==> config.mk <==
export PLATFORM = sky130hd
export DESIGN_NAME = sd_slot_arbiter
export DESIGN_NICKNAME = d
export VERILOG_FILES = /design/src/rtl/sd_slot_arbiter.sv
export SDC_FILE = /design/constraint.sdc
export NUM_CORES = 1
export LEC_CHECK = 0
export BUFFER_PORTS_ARGS = -buffer_cell sky130_fd_sc_hd__buf_4
export CAP_MARGIN = 5
export CELL_PAD_IN_SITES_DETAIL_PLACEMENT = 0
export CELL_PAD_IN_SITES_GLOBAL_PLACEMENT = 1
export CORE_MARGIN = 1.5
export CORE_UTILIZATION = 41
export CTS_BUF_LIST = sky130_fd_sc_hd__clkbuf_4
export DETAILED_ROUTE_END_ITERATION = 8
export GPL_TIMING_DRIVEN = 0
export PLACE_DENSITY = 0.93
export SLEW_MARGIN = 10
export SYNTH_ARGS = -nofsm -noshare
export SYNTH_HDL_FRONTEND = slang
export SYNTH_SLANG_ARGS = --single-unit
==> constraint.sdc <==
create_clock -name CLK -period 5.27 [get_ports CLK]
set_input_delay 0.2635 -clock CLK [delete_from_list [all_inputs] [get_ports CLK]]
set_output_delay 0.2635 -clock CLK [all_outputs]
set_load 0.005 [all_outputs]
==> src/rtl/sd_slot_arbiter.sv <==
// sd_slot_arbiter: round-robin sharing of one HPS SD block slot between a floppy
// (requester 0) and an SD (requester 1) sector client, one 512-byte block at a time.
module sd_slot_arbiter #(
    parameter logic [23:0] TIMEOUT = 24'd5_000_000
) (
    input  logic        CLK,
    input  logic        RESET_N,
    input  logic [1:0]  rq_rd,
    input  logic [1:0]  rq_wr,
    input  logic [31:0] rq_lba0,
    input  logic [31:0] rq_lba1,
    input  logic [7:0]  rq_din0,
    input  logic [7:0]  rq_din1,
    output logic [1:0]  rq_grant,
    output logic [1:0]  rq_done,
    output logic [1:0]  rq_err,
    output logic [1:0]  rq_buff_wr,
    input  logic        img_mounted,
    output logic [31:0] sd_lba,
    output logic        sd_rd,
    output logic        sd_wr,
    input  logic        sd_ack,
    input  logic        sd_buff_wr,
    output logic [7:0]  sd_buff_din
);
    typedef enum logic [1:0] {IDLE, ISSUE, XFER, DONE} state_t;
    state_t state, nxt;
    logic [2:0] mnt_s;
    logic [23:0] cnt;
    logic [1:0] pend, sel_oh;
    logic last, mounted, ack_d, sel, ack_fall, timed_out;

    assign pend = rq_rd | rq_wr;
    assign sel = &pend ? ~last : pend[1];
    assign sel_oh = sel ? 2'b10 : 2'b01;
    assign ack_fall = ack_d & ~sd_ack;
    assign timed_out = (TIMEOUT != 24'd0) && (cnt == TIMEOUT - 24'd1);

    always_ff @(negedge CLK or negedge RESET_N)
        if (!RESET_N) state <= IDLE;
        else state <= nxt;

    always_comb begin
        nxt = state;
        case (state)
            IDLE:  nxt = (|pend && mounted) ? ISSUE : IDLE;
            ISSUE: nxt = sd_ack ? XFER : (timed_out ? DONE : ISSUE);
            XFER:  nxt = ack_fall ? DONE : XFER;
            DONE:  nxt = IDLE;
        endcase
    end

    // Registered outputs and bookkeeping; an unmounted slot answers in IDLE with an error.
    always_ff @(negedge CLK or negedge RESET_N) begin
        if (!RESET_N) begin
            rq_grant <= 2'b00;
            rq_done  <= 2'b00;
            rq_err   <= 2'b00;
            sd_rd    <= 1'b0;
            sd_wr    <= 1'b0;
            sd_lba   <= 32'd0;
            last     <= 1'b1;
            mounted  <= 1'b0;
            mnt_s    <= 3'b000;
            ack_d    <= 1'b0;
            cnt      <= 24'd0;
        end else begin
            mnt_s   <= {mnt_s[1:0], img_mounted};
            ack_d   <= sd_ack;
            rq_done <= 2'b00;
            rq_err  <= 2'b00;
            if (mnt_s[2] & ~mnt_s[1]) mounted <= 1'b1;
            case (state)
                IDLE: if (|pend) begin
                    last <= sel;
                    if (!mounted) begin
                        rq_done <= sel_oh;
                        rq_err  <= sel_oh;
                    end else begin
                        rq_grant <= sel_oh;
                        sd_lba   <= sel ? rq_lba1 : rq_lba0;
                        sd_rd    <= rq_rd[sel];
                        sd_wr    <= ~rq_rd[sel];
                        cnt      <= 24'd0;
                    end
                end
                ISSUE: begin
                    cnt <= cnt + 24'd1;
                    if (sd_ack || timed_out) begin
                        sd_rd <= 1'b0;
                        sd_wr <= 1'b0;
                    end
                    if (!sd_ack && timed_out) begin
                        rq_done <= rq_grant;
                        rq_err  <= rq_grant;
                    end
                end
                XFER: if (ack_fall) rq_done <= rq_grant;
                DONE: begin
                    rq_grant <= 2'b00;
                    cnt      <= 24'd0;
                end
            endcase
        end
    end

    always_comb begin
        rq_buff_wr  = {2{sd_buff_wr & sd_ack}} & rq_grant;
        sd_buff_din = (rq_grant == 2'b01) ? rq_din0 : ((rq_grant == 2'b10) ? rq_din1 : 8'h00);
    end
endmodule

==> flow_summary.yaml, run 1 <==
run_status:
  status: "finished, final reports clean"
placed_design:
  dp_hpwl_um: 7258
  numPortBuffers: 138
  place.gp.congestion: 0.8029
  dpl_worst_slack_ns: 0.4502
power_and_ir_drop:
  leakage_uw: 0.002382
  peakVddDrop_mv: 0.2369
  power.density_mw_per_mm2: 448.2
clocking:
  clk_latency_ns: 0.44
  cts.hold.buffers_added: 0
  cts_tree: "done"
  post_cts_buffers: 0
  cts_max_path_buffers: 2
  cts_resized: 0
  cts-buffers-inserted: 9
  cts_root_buf: "clkbuf_4"
  clk_pin_slew_worst_paths_ns: 0.08
  ctsHtreeMaxLevel: 3
  cts.sinks: 72
timing:
  skew_ns: 0.06598
  tightestPinTransition_ns: 0.8964
  max-slew-margin-rel: 0.4024
  fin_setup_tns_ns: 0
  setup_viol: 0
  timing.final.ws_setup_ns: 0.7273
  report.final.slew_viol_count: 0
  rsz0062_at_grt: "false"
  finalHoldViolCount: 0
setup_path:
  r2r_slack_ns: 3.12
  rr_worst_depth: 6
  cp-startpoint: "rq_grant[1]$_DFFE_NN0P_"
  path_cells: "nor2b_1 > clkbuf_1 > a22o_1 > buf_4"
  critPathCapture: "sd_buff_din[6]"
  r2r-start: "last$_DFFE_NN1P_"
  path_class: "flop to output port"
  critPathTopFamily: "flip-flops"
  worstPathArrival_ns: 4.28
  cp-end-kind: "output port"
  rr_endpoint: "sd_lba[17]$_DFFE_NN0P_"
  worst-path-buf-inv: 2
  cpPeakStageDelay_ns: 0.52
  critPathLaunchType: "flop"
  cp_slowest_cell: "dfrtn_1"
  cp_data_required_time_ns: 5.01
  critPathMaxFanout: 8
  path_depth: 4
global_route:
  grt_max_degree: 73
  grt_pass1_vias: 3279
  overflow: 0
  grt_pass1_wl_um: 15760
  track_usage: 0.2023
  antenna_found_initial: 0
final_layout:
  fillers: 751
  drive_gt1_frac: 0.3435
  seqCellArea_mm2: 0.001803
  nNetsFinal: 609
  antenna_cells: 0
  area_growth_pct: 36.05
  multi_input_area_mm2: 0.001758
logic_synthesis:
  yosys_warnings: 0
  ys.flop_type: "dfrtn_1"
  synth_edf_count: 0
  syn_area_per_cell_um2: 10.04
  synth_top_area_frac: 0.4784
  ys_async_sr_fraction: 1.000
  synth_area_leaders: "dfrtn_1, mux2i_1, o21ai_0"
  ys_ff_latch: 72
  syn-num-nets: 460
  synth_top_cell_by_area: "dfrtn_1"
  synth_area_mm2: 0.003714
  synth_cells: 370
  ys_seq_area_frac: 0.4855
  synth_cell_types: 43
detailed_routing:
  drc: 0
  drt_iter0_drc: 176
  routed_wl_um: 9528
  ant_nets: 0
  wire_per_inst_um: 15.08
  drtPass1Iterations: 4
  vias: 3373
  viasPerCell: 5.337
die:
  start_util: 0.4238
  die_h_um: 98.17
  row_count: 34
  die_x_um: 98.17
  dieArea_mm2: 0.009637
  ios: 139
  core_area_mm2: 0.008763
hold_path:
  min_path_type: "flop to flop"
  whs_path_depth: 0
run:
  cap_violations: 0
[stage by stage]
stage | std cells | hold WS [ns] | area [µm²] | total power, µW | util
floorplan | 370 | 0.2917 | 3714 | 1386 | -
global placement | 616 | 0.2994 | 4885 | 1848 | 0.5574
detailed placement | 616 | 0.3108 | 4885 | 1883 | 0.5574
CTS | 632 | 0.3097 | 5052 | 2292 | 0.5765
global route | 632 | 0.3226 | 5052 | 2436 | 0.5765
finish | 632 | 0.3058 | 5052 | 2265 | 0.5765
[sequential cells by signal, indices dropped and copies added (netlist names), 2 cells and up, named ones only]
| register | count |
|---|---|
| rq_err | 2 |
| sd_lba | 32 |
| mnt_s | 3 |
| rq_grant | 2 |
| rq_done | 2 |
| cnt | 24 |
[cells by family after synthesis]
family | count (synthesis) | share of synthesized area
compound gates | 85 | 0.1530
fa+ha+maj | 1 | 0.003369
buf+inv | 31 | 0.04110
flops | 72 | 0.4855
mux | 42 | 0.1135
simple gates | 139 | 0.2035
[power breakdown]
part           internal, µW  leakage [µW]  switching (µW)
clock                   201     0.0000885             207
sequential              731      0.000922             113
combinational           488       0.00137             524
[worst reg2reg max path, delay by kind of cell (launching register included)]
kind                   cells  cell delay, ns
muxes                      1            0.29
buffers and inverters      2            0.83
DFF                        1            0.55
AOI/OAI and AO/OA          3            0.27
[layout make-up]
class                   instances  share of cell area
plain buffers                  23             0.02427
clock buffers                  10             0.01486
clock inverters                 7             0.01907
inverters                       7            0.005201
multi-input cells             267              0.3479
flip-flops and latches         72              0.3569
well taps                     108             0.02675
repair buffers                138              0.2051
[worst min-delay path by stage]
stage,start,endpoint
floorplan,mnt_s[0]$_DFF_NN0_,mnt_s[1]$_DFF_NN0_
global placement,mnt_s[0]$_DFF_NN0_,mnt_s[1]$_DFF_NN0_
detailed placement,mnt_s[0]$_DFF_NN0_,mnt_s[1]$_DFF_NN0_
CTS,mnt_s[0]$_DFF_NN0_,mnt_s[1]$_DFF_NN0_
global route,mnt_s[0]$_DFF_NN0_,mnt_s[1]$_DFF_NN0_
finish,mnt_s[0]$_DFF_NN0_,mnt_s[1]$_DFF_NN0_
[cells in the mapped netlist (2+ instances only)]
cell type and instances:
nand3_1 8, buf_4 2, buf_1 3, inv_1 8, or4_1 10, a21o_1 2, nand3b_1 7, o21ai_0 43
buf_2 5, a21oi_2 11, clkbuf_1 10, nand2_1 53, or3_1 4, dfrtn_1 71, nand2b_1 11, nor2_1 5
nand4_1 7, a21oi_1 5, o31ai_1 11, and3_1 8, buf_6 3, a22o_1 8, nor2b_1 2, nor4_1 9
and4_1 2, mux2i_1 41, nor3_1 3, and2_1 3
[placed cells by master (no fill, tap or decap), drive strengths merged, types with 8 or more instances in the layout]
cell,instances
o31ai,11
nand3,8
nor4,9
nand2,53
o21ai,43
and3,8
mux2i,41
inv,9
dfrtn,71
buf,151
nand2b,11
clkbuf,20
a21oi,16
or4,11
a22o,8
[per-layer routing]
metal  GRT usage  part of all wire
met5           0                 0
met4     0.07692             0.015
met3     0.04080             0.051
met2      0.3401              0.51
met1      0.2578              0.42
(Power assumes the default switching activity.)
==> run 2, diff against run 1 <==
CORE_UTILIZATION = 34   (was 41)
PLACE_DENSITY = 0.83   (was 0.93)
clock period = 3.7 ns   (was 5.27 ns; I/O delays follow)
==> run 2 against run 1 <==
Register-to-register slack got worse by 1.6 ns. Via count rose by 1.4%. Combinational power rose by 47%. Sequential share of layout area fell by 0.062 points. Largest power group unchanged. Largest cell class unchanged. Highest routed layer unchanged. Clock skew rose by 0.0059 ns. Hold slack got worse by 0.0080 ns.
==> flow_summary.yaml, run 2 (same netlist as run 1, synthesis figures left out) <==
timing:
  setup_viol: 0
  fin_setup_tns_ns: 0
  rsz0062_at_grt: "false"
  max-slew-margin-rel: 0.3714
  timing.final.ws_setup_ns: 0.1831
  finalHoldViolCount: 0
  tightestPinTransition_ns: 0.9428
  whs_ns: 0.2978
  report.final.slew_viol_count: 0
  skew_ns: 0.07184
setup_path:
  critPathMaxFanout: 8
  cp_slowest_cell: "dfrtn_1"
  cp_data_required_time_ns: 3.51
  path_cells: "nor2b_1 > clkbuf_2 > a22o_1 > buf_4"
  worstPathArrival_ns: 3.33
  critPathLaunchType: "flop"
  cp-end-kind: "output port"
  rr_worst_depth: 6
  cpPeakStageDelay_ns: 0.45
  path_class: "flop to output port"
final_layout:
  final_common_cell: "buf_4"
  layout_common_cells: "buf_4, dfrtn_1, nand2_1, o21ai_0, mux2i_1"
  reg.largest.list: "sd_lba (32), cnt (24), mnt_s (3)"
  largest_reg_flops: 32
  area_growth_pct: 36.29
  nNetsFinal: 612
  antenna_cells: 0
  final_util: 0.4837
  largest_register: "sd_lba"
  drive_gt1_frac: 0.3510
global_route:
  overflow: 0
  grt_pass1_wl_um: 16180
  grt_pass1_vias: 3400
  grt_max_degree: 73
  track_usage: 0.1781
  antenna_found_initial: 0
run:
  cap_violations: 0
die:
  dieArea_mm2: 0.01156
  core_area_mm2: 0.01046
  row_count: 37
  ios: 139
  die_x_um: 107.5
  start_util: 0.3549
  die_h_um: 107.5
clocking:
  cts_max_path_buffers: 2
  cts.hold.buffers_added: 0
  ctsHtreeMaxLevel: 3
  clk_pin_slew_worst_paths_ns: 0.08
  clk_latency_ns: 0.46
  cts.sinks: 72
  cts-buffers-inserted: 9
  cts_root_buf: "clkbuf_4"
  cts_tree: "done"
detailed_routing:
  drtPass1Iterations: 4
  vias: 3421
  ant_nets: 0
  viasPerCell: 5.160
  drt_iter0_drc: 161
  wire_per_inst_um: 15.06
  drc: 0
  routed_wl_um: 9986
placed_design:
  dpl_worst_slack_ns: -0.2358
  dp_hpwl_um: 7429
  place.gp.congestion: 0.8046
  numPortBuffers: 138
hold_path:
  whs_path_depth: 0
  min_path_type: "flop to flop"
power_and_ir_drop:
  p_int_uw: 1910
  switching_power_uw: 1210
  power.density_mw_per_mm2: 616.6
  pwr-share-clk: 0.146
  peakVddDrop_mv: 0.3318
  swShare: 0.3878
  power_frac_comb: 0.473
  pwr-share-seq: 0.381
  leakage_uw: 0.002380
run_status:
  status: "finished, final reports clean"
==> run 2: changes by cell type in the layout (fill, tap and decap cells not counted), sizes merged <==
| cell | change |
|---|---|
| buf | +3 |
| bufinv | -2 |
| clkbuf | +1 |
| clkinv | +1 |
| clkinvlp | +1 |
| inv | -1 |
==> run 2: cell type report <==
cell class                      instances  area, µm²
Buffer                                 23      125.1
Fill cell                             999       5401
Timing Repair Buffer                  141       1059
Clock buffer                           11      82.58
Clock inverter                          6      37.54
Inverter                                7      26.28
Tap cell                              136      170.2
Sequential cell                        72       1803
Multi-Input combinational cell        267       1758
==> run 2: power groups by stage <==
stage	sequential, µW	clock [µW]	combinational [µW]
finish	1190	455	1480
global route	1220	507	1650
CTS	1200	468	1460
detailed placement	1210	3.38	1460
global placement	1200	3.38	1430
floorplan	1200	3.38	766
==> run 2: repair_timing <==
action	CTS	global route
gates resized for setup	2	0
setup endpoints to repair	8	8
setup buffers	0	3
cloned	0	0
==> run 2: routing by layer <==
layer  up-vias  routed length [µm]  GRT usage  part of all wire
li1       1654                   -          -                 -
met1      1656                4186     0.2158              0.42
met2        95                5123     0.3062              0.51
met3        16                 455    0.03269             0.046
met4         0                 221    0.08177             0.022
met5         -                   0          0                 0
==> run 2: critical path: cells and delay by family, from the launching register on <==
family,cells,cell delay (ns)
AOI/OAI and AO/OA,1,0.19
and+or+nand+nor,1,0.14
buffers and inverters,2,0.32
DFF,1,0.45
==> run 2: worst paths after layout <==
check	end	startpoint	slack, ns
worst min-delay path	mnt_s[1]$_DFF_NN0_	mnt_s[0]$_DFF_NN0_	0.30
worst min register to register	mnt_s[1]$_DFF_NN0_	mnt_s[0]$_DFF_NN0_	0.30
worst max register to register	sd_lba[7]$_DFFE_NN0P_	last$_DFFE_NN1P_	1.55
worst max-delay path	sd_buff_din[1]	rq_grant[1]$_DFFE_NN0P_	0.18
min in group asynchronous	cnt[6]$_DFFE_NN0P_	RESET_N	1.62
max in group asynchronous	rq_grant[1]$_DFFE_NN0P_	RESET_N	1.41
==> run 2: through the flow <==
step | instance area, µm² | total power (µW) | std cells
2_1_floorplan | 3714 | 1974 | 370
3_3_place_gp | 4920 | 2638 | 644
3_5_place_dp | 4920 | 2678 | 644
4_1_cts | 5039 | 3135 | 660
5_1_grt | 5061 | 3377 | 663
6_report | 5061 | 3120 | 663
